<file path="config.mk">
export PLATFORM = sky130hd
export DESIGN_NAME = w_bus_ctrl
export DESIGN_NICKNAME = d
export VERILOG_FILES = /design/src/rtl/w_bus_ctrl.sv
export SDC_FILE = /design/constraint.sdc
export NUM_CORES = 1
export LEC_CHECK = 0
export CAP_MARGIN = 5
export CORE_MARGIN = 8
export CORE_UTILIZATION = 35
export DETAILED_ROUTE_END_ITERATION = 10
export PLACE_DENSITY = 0.76
export SLEW_MARGIN = 5
export SYNTH_ARGS = -nofsm -noshare
export SYNTH_HDL_FRONTEND = slang
export SYNTH_SLANG_ARGS = --single-unit
</file>
<file path="constraint.sdc">
create_clock -name clock -period 1.4 [get_ports clock]
set_input_delay 0.28 -clock clock [delete_from_list [all_inputs] [get_ports clock]]
set_output_delay 0.28 -clock clock [all_outputs]
set_load 0.02 [all_outputs]
</file>
<file path="src/rtl/w_bus_ctrl.sv">
// Registered W-bus driver: fixed-priority source select with per-source enable polarity,
// idle hold/clear policy, and contention tracking (flag, sticky error, saturating counter).
module w_bus_ctrl #(
  parameter int               WIDTH         = 8,
  parameter int               N_SRC         = 5,
  parameter logic [N_SRC-1:0] EN_ACTIVE_LOW = 5'b00110,
  parameter bit               IDLE_HOLD     = 1'b1
) (
  input  logic                     clock,
  input  logic                     reset,
  input  logic [N_SRC-1:0]         src_en,
  input  logic [N_SRC*WIDTH-1:0]   src_data,
  input  logic                     err_clear,
  output logic [WIDTH-1:0]         w_bus,
  output logic                     bus_valid,
  output logic [$clog2(N_SRC)-1:0] bus_owner,
  output logic                     contention,
  output logic                     contention_err,
  output logic [7:0]               contention_cnt
);

  localparam int OW = $clog2(N_SRC);
  localparam int PW = $clog2(N_SRC + 1);

  logic [N_SRC-1:0] act;
  logic [OW-1:0]    win;
  logic [PW-1:0]    pop;
  logic             any_act;

  logic [WIDTH-1:0] w_bus_q, w_bus_d;
  logic             bus_valid_q, bus_valid_d;
  logic [OW-1:0]    bus_owner_q, bus_owner_d;
  logic             contention_q, contention_d;
  logic             err_q, err_d;
  logic [7:0]       cnt_q, cnt_d;

  // Scan from the top down so the lowest active index is the last assignment and wins.
  always_comb begin
    act = src_en ^ EN_ACTIVE_LOW;
    win = '0;
    pop = '0;
    for (int i = N_SRC - 1; i >= 0; i--) begin
      if (act[i]) win = OW'(i);
      pop = pop + PW'(act[i]);
    end
    any_act = |act;
  end

  always_comb begin
    w_bus_d      = w_bus_q;
    bus_valid_d  = 1'b0;
    bus_owner_d  = bus_owner_q;
    contention_d = (pop > PW'(1));
    err_d        = err_q;
    cnt_d        = cnt_q;

    if (any_act) begin
      w_bus_d     = src_data[int'(win)*WIDTH +: WIDTH];
      bus_valid_d = 1'b1;
      bus_owner_d = win;
    end else if (!IDLE_HOLD) begin
      w_bus_d = '0;
    end

    // A contention on the same edge as a clear takes precedence over the clear.
    if (contention_d) err_d = 1'b1;
    else if (err_clear) err_d = 1'b0;

    if (err_clear) cnt_d = contention_d ? 8'd1 : 8'd0;
    else if (contention_d && cnt_q != 8'hFF) cnt_d = cnt_q + 8'd1;
  end

  always_ff @(posedge clock or posedge reset) begin
    if (reset) begin
      w_bus_q      <= '0;
      bus_valid_q  <= 1'b0;
      bus_owner_q  <= '0;
      contention_q <= 1'b0;
      err_q        <= 1'b0;
      cnt_q        <= 8'd0;
    end else begin
      w_bus_q      <= w_bus_d;
      bus_valid_q  <= bus_valid_d;
      bus_owner_q  <= bus_owner_d;
      contention_q <= contention_d;
      err_q        <= err_d;
      cnt_q        <= cnt_d;
    end
  end

  assign w_bus          = w_bus_q;
  assign bus_valid      = bus_valid_q;
  assign bus_owner      = bus_owner_q;
  assign contention     = contention_q;
  assign contention_err = err_q;
  assign contention_cnt = cnt_q;

endmodule

</file>
==> impl_metrics.xml <==
<?xml version="1.0" encoding="UTF-8"?>
<metrics>
  <group name="cts">
    <metric name="clkLatencyLatePin" unit="ps">270</metric>
    <metric name="numCtsBuffers" unit="">3</metric>
    <metric name="htreeDepth" unit="">1</metric>
    <metric name="cts_hold_buffers" unit="">0</metric>
    <metric name="cts_max_path_buffers" unit="">2</metric>
    <metric name="cts.sink_count" unit="">22</metric>
    <metric name="clkTransAtPathRegs" unit="ps">90</metric>
    <metric name="cts_root_buf" unit="">sky130_fd_sc_hd__clkbuf_8</metric>
    <metric name="cts_tree" unit="">built</metric>
  </group>
  <group name="logic_synthesis">
    <metric name="synth_top_area_share" unit="%">42.4</metric>
    <metric name="leading_cell_type_by_number_of_instances_after_synthesis" unit="">sky130_fd_sc_hd__dfrtp_1</metric>
    <metric name="seq_area_frac_synth" unit="%">42.4</metric>
    <metric name="yosys_warnings" unit="">0</metric>
    <metric name="yosysTopAreaCell" unit="">sky130_fd_sc_hd__dfrtp_1</metric>
    <metric name="async_flop_share" unit="%">100</metric>
    <metric name="synth_flop_cell" unit="">sky130_fd_sc_hd__dfrtp_1</metric>
    <metric name="syn_nets" unit="">189</metric>
    <metric name="synth_seq_cells" unit="">22</metric>
    <metric name="synth.area.top_cells" unit="">sky130_fd_sc_hd__dfrtp_1 (42%), sky130_fd_sc_hd__o22ai_1 (7.2%), sky130_fd_sc_hd__a21o_1 (5.8%)</metric>
    <metric name="synth-edff-count" unit="">0</metric>
    <metric name="ys_top_cells_by_count" unit="">sky130_fd_sc_hd__dfrtp_1 (22), sky130_fd_sc_hd__o22ai_1 (15), sky130_fd_sc_hd__o21ai_0 (12), sky130_fd_sc_hd__a21o_1 (10), sky130_fd_sc_hd__a21oi_1 (9)</metric>
    <metric name="area_of_the_mapped_netlist" unit="mm2">0.00130</metric>
    <metric name="yosys.cell_types.count" unit="">34</metric>
    <metric name="postSynthAreaPerCell" unit="um2">9.48</metric>
    <metric name="postSynthCellCount" unit="">137</metric>
  </group>
  <group name="sta">
    <metric name="post-route-period-util" unit="%">133</metric>
    <metric name="worst-slew-pin-transition" unit="ps">327</metric>
    <metric name="rsz0062_at_grt" unit="">true</metric>
    <metric name="finalMaxSlewViolations" unit="">0</metric>
    <metric name="final.setup_skew" unit="ps">6.90</metric>
    <metric name="totalNegativeSetupSlack" unit="ps">-3870</metric>
    <metric name="final_hold_viol_count" unit="">0</metric>
    <metric name="timing.final.ws_setup" unit="ps">-468</metric>
    <metric name="setup-violations-final" unit="">10</metric>
    <metric name="fmaxAchievable" unit="GHz">0.535</metric>
    <metric name="timing.max_slew.rel_slack" unit="%">78.2</metric>
    <metric name="layout_min_cycle_time" unit="ps">1870</metric>
  </group>
  <group name="layout">
    <metric name="utilization" unit="%">66.5</metric>
    <metric name="num-nets-final" unit="">282</metric>
    <metric name="n_antenna_cell" unit="">0</metric>
    <metric name="drive_gt1_share" unit="%">25.8</metric>
    <metric name="syn2layout_area_growth" unit="%">84.6</metric>
  </group>
  <group name="critical_path">
    <metric name="rrSetupSlack" unit="ps">-290</metric>
    <metric name="crit_required" unit="ps">1610</metric>
    <metric name="worstSetupEndpoint" unit="">contention_cnt[4]</metric>
    <metric name="crit_path_kind" unit="">input port to flop</metric>
    <metric name="worstSetupStartpoint" unit="">src_en[1]</metric>
    <metric name="critPathArrivalTime" unit="ps">2070</metric>
    <metric name="rr_endpoint" unit="">contention_cnt[5]</metric>
    <metric name="type_of_element_launching_the_critical_path" unit="">input port</metric>
    <metric name="timing.rr.start" unit="">contention_cnt[5]</metric>
    <metric name="path_max_fanout" unit="">6</metric>
    <metric name="r2r.worst_path.cells" unit="">6</metric>
    <metric name="endpoint_type_of_the_worst_setup_path" unit="">flop</metric>
  </group>
  <group name="die">
    <metric name="area_enclosed_by_the_die_boundary" unit="mm2">0.00592</metric>
    <metric name="die_height" unit="um">76.9</metric>
    <metric name="design.core.area" unit="mm2">0.00361</metric>
    <metric name="boundaryPins" unit="">70</metric>
    <metric name="chipWidth" unit="um">76.9</metric>
    <metric name="fp-row-count" unit="">22</metric>
    <metric name="floorplan.initialDensity" unit="%">36.0</metric>
  </group>
  <group name="global_routing">
    <metric name="overflow" unit="">0</metric>
    <metric name="antenna_found_initial" unit="">0</metric>
    <metric name="grt_start_max_net_pins" unit="">23</metric>
    <metric name="number_of_global_route_vias_before_repair" unit="">1588</metric>
    <metric name="grt.total_usage" unit="%">16.5</metric>
    <metric name="grt_pass1_wl" unit="um">8060</metric>
  </group>
  <group name="drt">
    <metric name="drt.antenna.violating_nets" unit="">0</metric>
    <metric name="wire_per_inst" unit="um">17.5</metric>
    <metric name="detailroute.via_count" unit="">1466</metric>
    <metric name="route.detailed.vias_per_inst" unit="">5.29</metric>
    <metric name="routed_wl" unit="um">4860</metric>
    <metric name="drc" unit="">0</metric>
    <metric name="detail_route.first_pass.iterations" unit="">4</metric>
    <metric name="drt_iter0_markers" unit="">89</metric>
  </group>
  <group name="hold_path">
    <metric name="worst_min_delay_path_category" unit="">input port to async pin</metric>
  </group>
  <group name="run_status">
    <metric name="outcome" unit="">finished with violations</metric>
    <metric name="violations" unit="">negative setup slack</metric>
  </group>
  <group name="job">
    <metric name="maxCapViolCount" unit="">0</metric>
  </group>
  <group name="pwr">
    <metric name="leakage" unit="nW">1.06</metric>
    <metric name="p_per_area" unit="mW/mm2">837</metric>
    <metric name="vdd_drop_max" unit="V">0.000477</metric>
  </group>
  <group name="placed_design">
    <metric name="routability_congestion_estimate" unit="">0.852</metric>
    <metric name="hpwlAfterDp" unit="um">3520</metric>
    <metric name="buffer_ports.inserted" unit="">69</metric>
  </group>
</metrics>
-- logic make-up (layout without fill, tap and decap cells) --
family	Yosys count	count (layout)	synth area share [%]
compound gates	61	62	31.2
simple gates	34	34	15.4
flops	22	22	42.4
buf+inv	15	106	5.78
fa+ha+maj	4	4	4.43
mux	1	1	0.771
-- power breakdown --
| part | internal [W] | switching (W) |
|---|---|---|
| registers | 0.000692 | 0.0000365 |
| clock network | 0.000382 | 0.000218 |
| logic | 0.000359 | 0.000319 |
-- critical path: stages --
cell and delay [ps]:
sky130_fd_sc_hd__buf_8 100, sky130_fd_sc_hd__fa_1 530, sky130_fd_sc_hd__inv_1 40, sky130_fd_sc_hd__ha_1 260, sky130_fd_sc_hd__and2_4 150, sky130_fd_sc_hd__o22ai_4 80
sky130_fd_sc_hd__buf_4 150, sky130_fd_sc_hd__or3_4 340, sky130_fd_sc_hd__a21oi_2 140
-- how the worst min path moves through the flow --
stage | start | end | slack (ps) | depth (start not counted)
after floorplan | reset | bus_owner[0] | 270 | 1
after global placement | bus_owner[0] | bus_owner[0] | 460 | 1
after detailed placement | contention_err | contention_err | 470 | 1
after CTS | reset | bus_owner[2] | 350 | 3
after global routing | reset | bus_owner[2] | 360 | 3
final | reset | bus_owner[2] | 340 | 3
-- flip-flops by register name (all words and copies together) (netlist names) --
signal          cells
bus_valid           1
w_bus               8
contention_cnt      8
bus_owner           3
contention          1
contention_err      1
-- layer usage --
metal	global-route usage, %	vias up	share of wire, %
li1	-	704	-
met1	21.0	688	44
met2	25.4	67	47
met3	5.13	7	8.3
met4	5.77	0	1.1
met5	0	-	0
-- metrics by stage --
step | hold slack (ps) | power [W] | worst slack (ps) | std cells | cell area [um2]
floorplan | 269 | 0.00102 | -538 | 137 | 1330
global route | 357 | 0.00211 | -520 | 277 | 2400
finish | 338 | 0.00201 | -468 | 277 | 2400
global placement | 463 | 0.00137 | -1260 | 268 | 2190
detailed placement | 469 | 0.00139 | -1400 | 268 | 2190
CTS | 345 | 0.00199 | -506 | 276 | 2320
-- what timing repair did --
item                                    4_1_cts  5_1_grt
buffers inserted                              3        1
endpoints found under the setup margin       44       14
gates cloned                                  1        0
gates resized for setup                      56       21
pin swaps                                     8        7
endpoints found under the hold margin         0        0
-- layout by cell type, fill, tap and decap left out, types with 2 or more instances in the layout --
| master | instances |
|---|---|
| sky130_fd_sc_hd__o21ai_1 | 3 |
| sky130_fd_sc_hd__nand2b_1 | 2 |
| sky130_fd_sc_hd__nor2_1 | 3 |
| sky130_fd_sc_hd__dlygate4sd2_1 | 20 |
| sky130_fd_sc_hd__or3_4 | 2 |
| sky130_fd_sc_hd__a21oi_2 | 4 |
| sky130_fd_sc_hd__nand4_1 | 2 |
| sky130_fd_sc_hd__buf_6 | 7 |
| sky130_fd_sc_hd__inv_1 | 6 |
| sky130_fd_sc_hd__nand3_1 | 5 |
| sky130_fd_sc_hd__or4_4 | 2 |
| sky130_fd_sc_hd__buf_4 | 20 |
| sky130_fd_sc_hd__nand2_1 | 6 |
| sky130_fd_sc_hd__o21ai_0 | 10 |
| sky130_fd_sc_hd__dfrtp_1 | 22 |
| sky130_fd_sc_hd__o22ai_4 | 2 |
| sky130_fd_sc_hd__a21oi_1 | 4 |
| sky130_fd_sc_hd__clkdlybuf4s50_1 | 42 |
| sky130_fd_sc_hd__a21o_1 | 10 |
| sky130_fd_sc_hd__o31ai_4 | 2 |
| sky130_fd_sc_hd__clkbuf_8 | 3 |
| sky130_fd_sc_hd__clkbuf_2 | 3 |
| sky130_fd_sc_hd__o22ai_1 | 14 |
| sky130_fd_sc_hd__a22oi_1 | 7 |
| sky130_fd_sc_hd__ha_1 | 3 |
| sky130_fd_sc_hd__a21oi_4 | 2 |
-- area by class of cell --
cell class                 count  area (um2)
fill                         307        1210
timing repair buffer          94         865
multi-input combinational    101         808
sequential                    22         551
tap                           48        60.1
inverter                       8        42.5
clock buffer                   3        41.3
clock inverter                 1        30.0
Power figures use the tool's default switching activity.
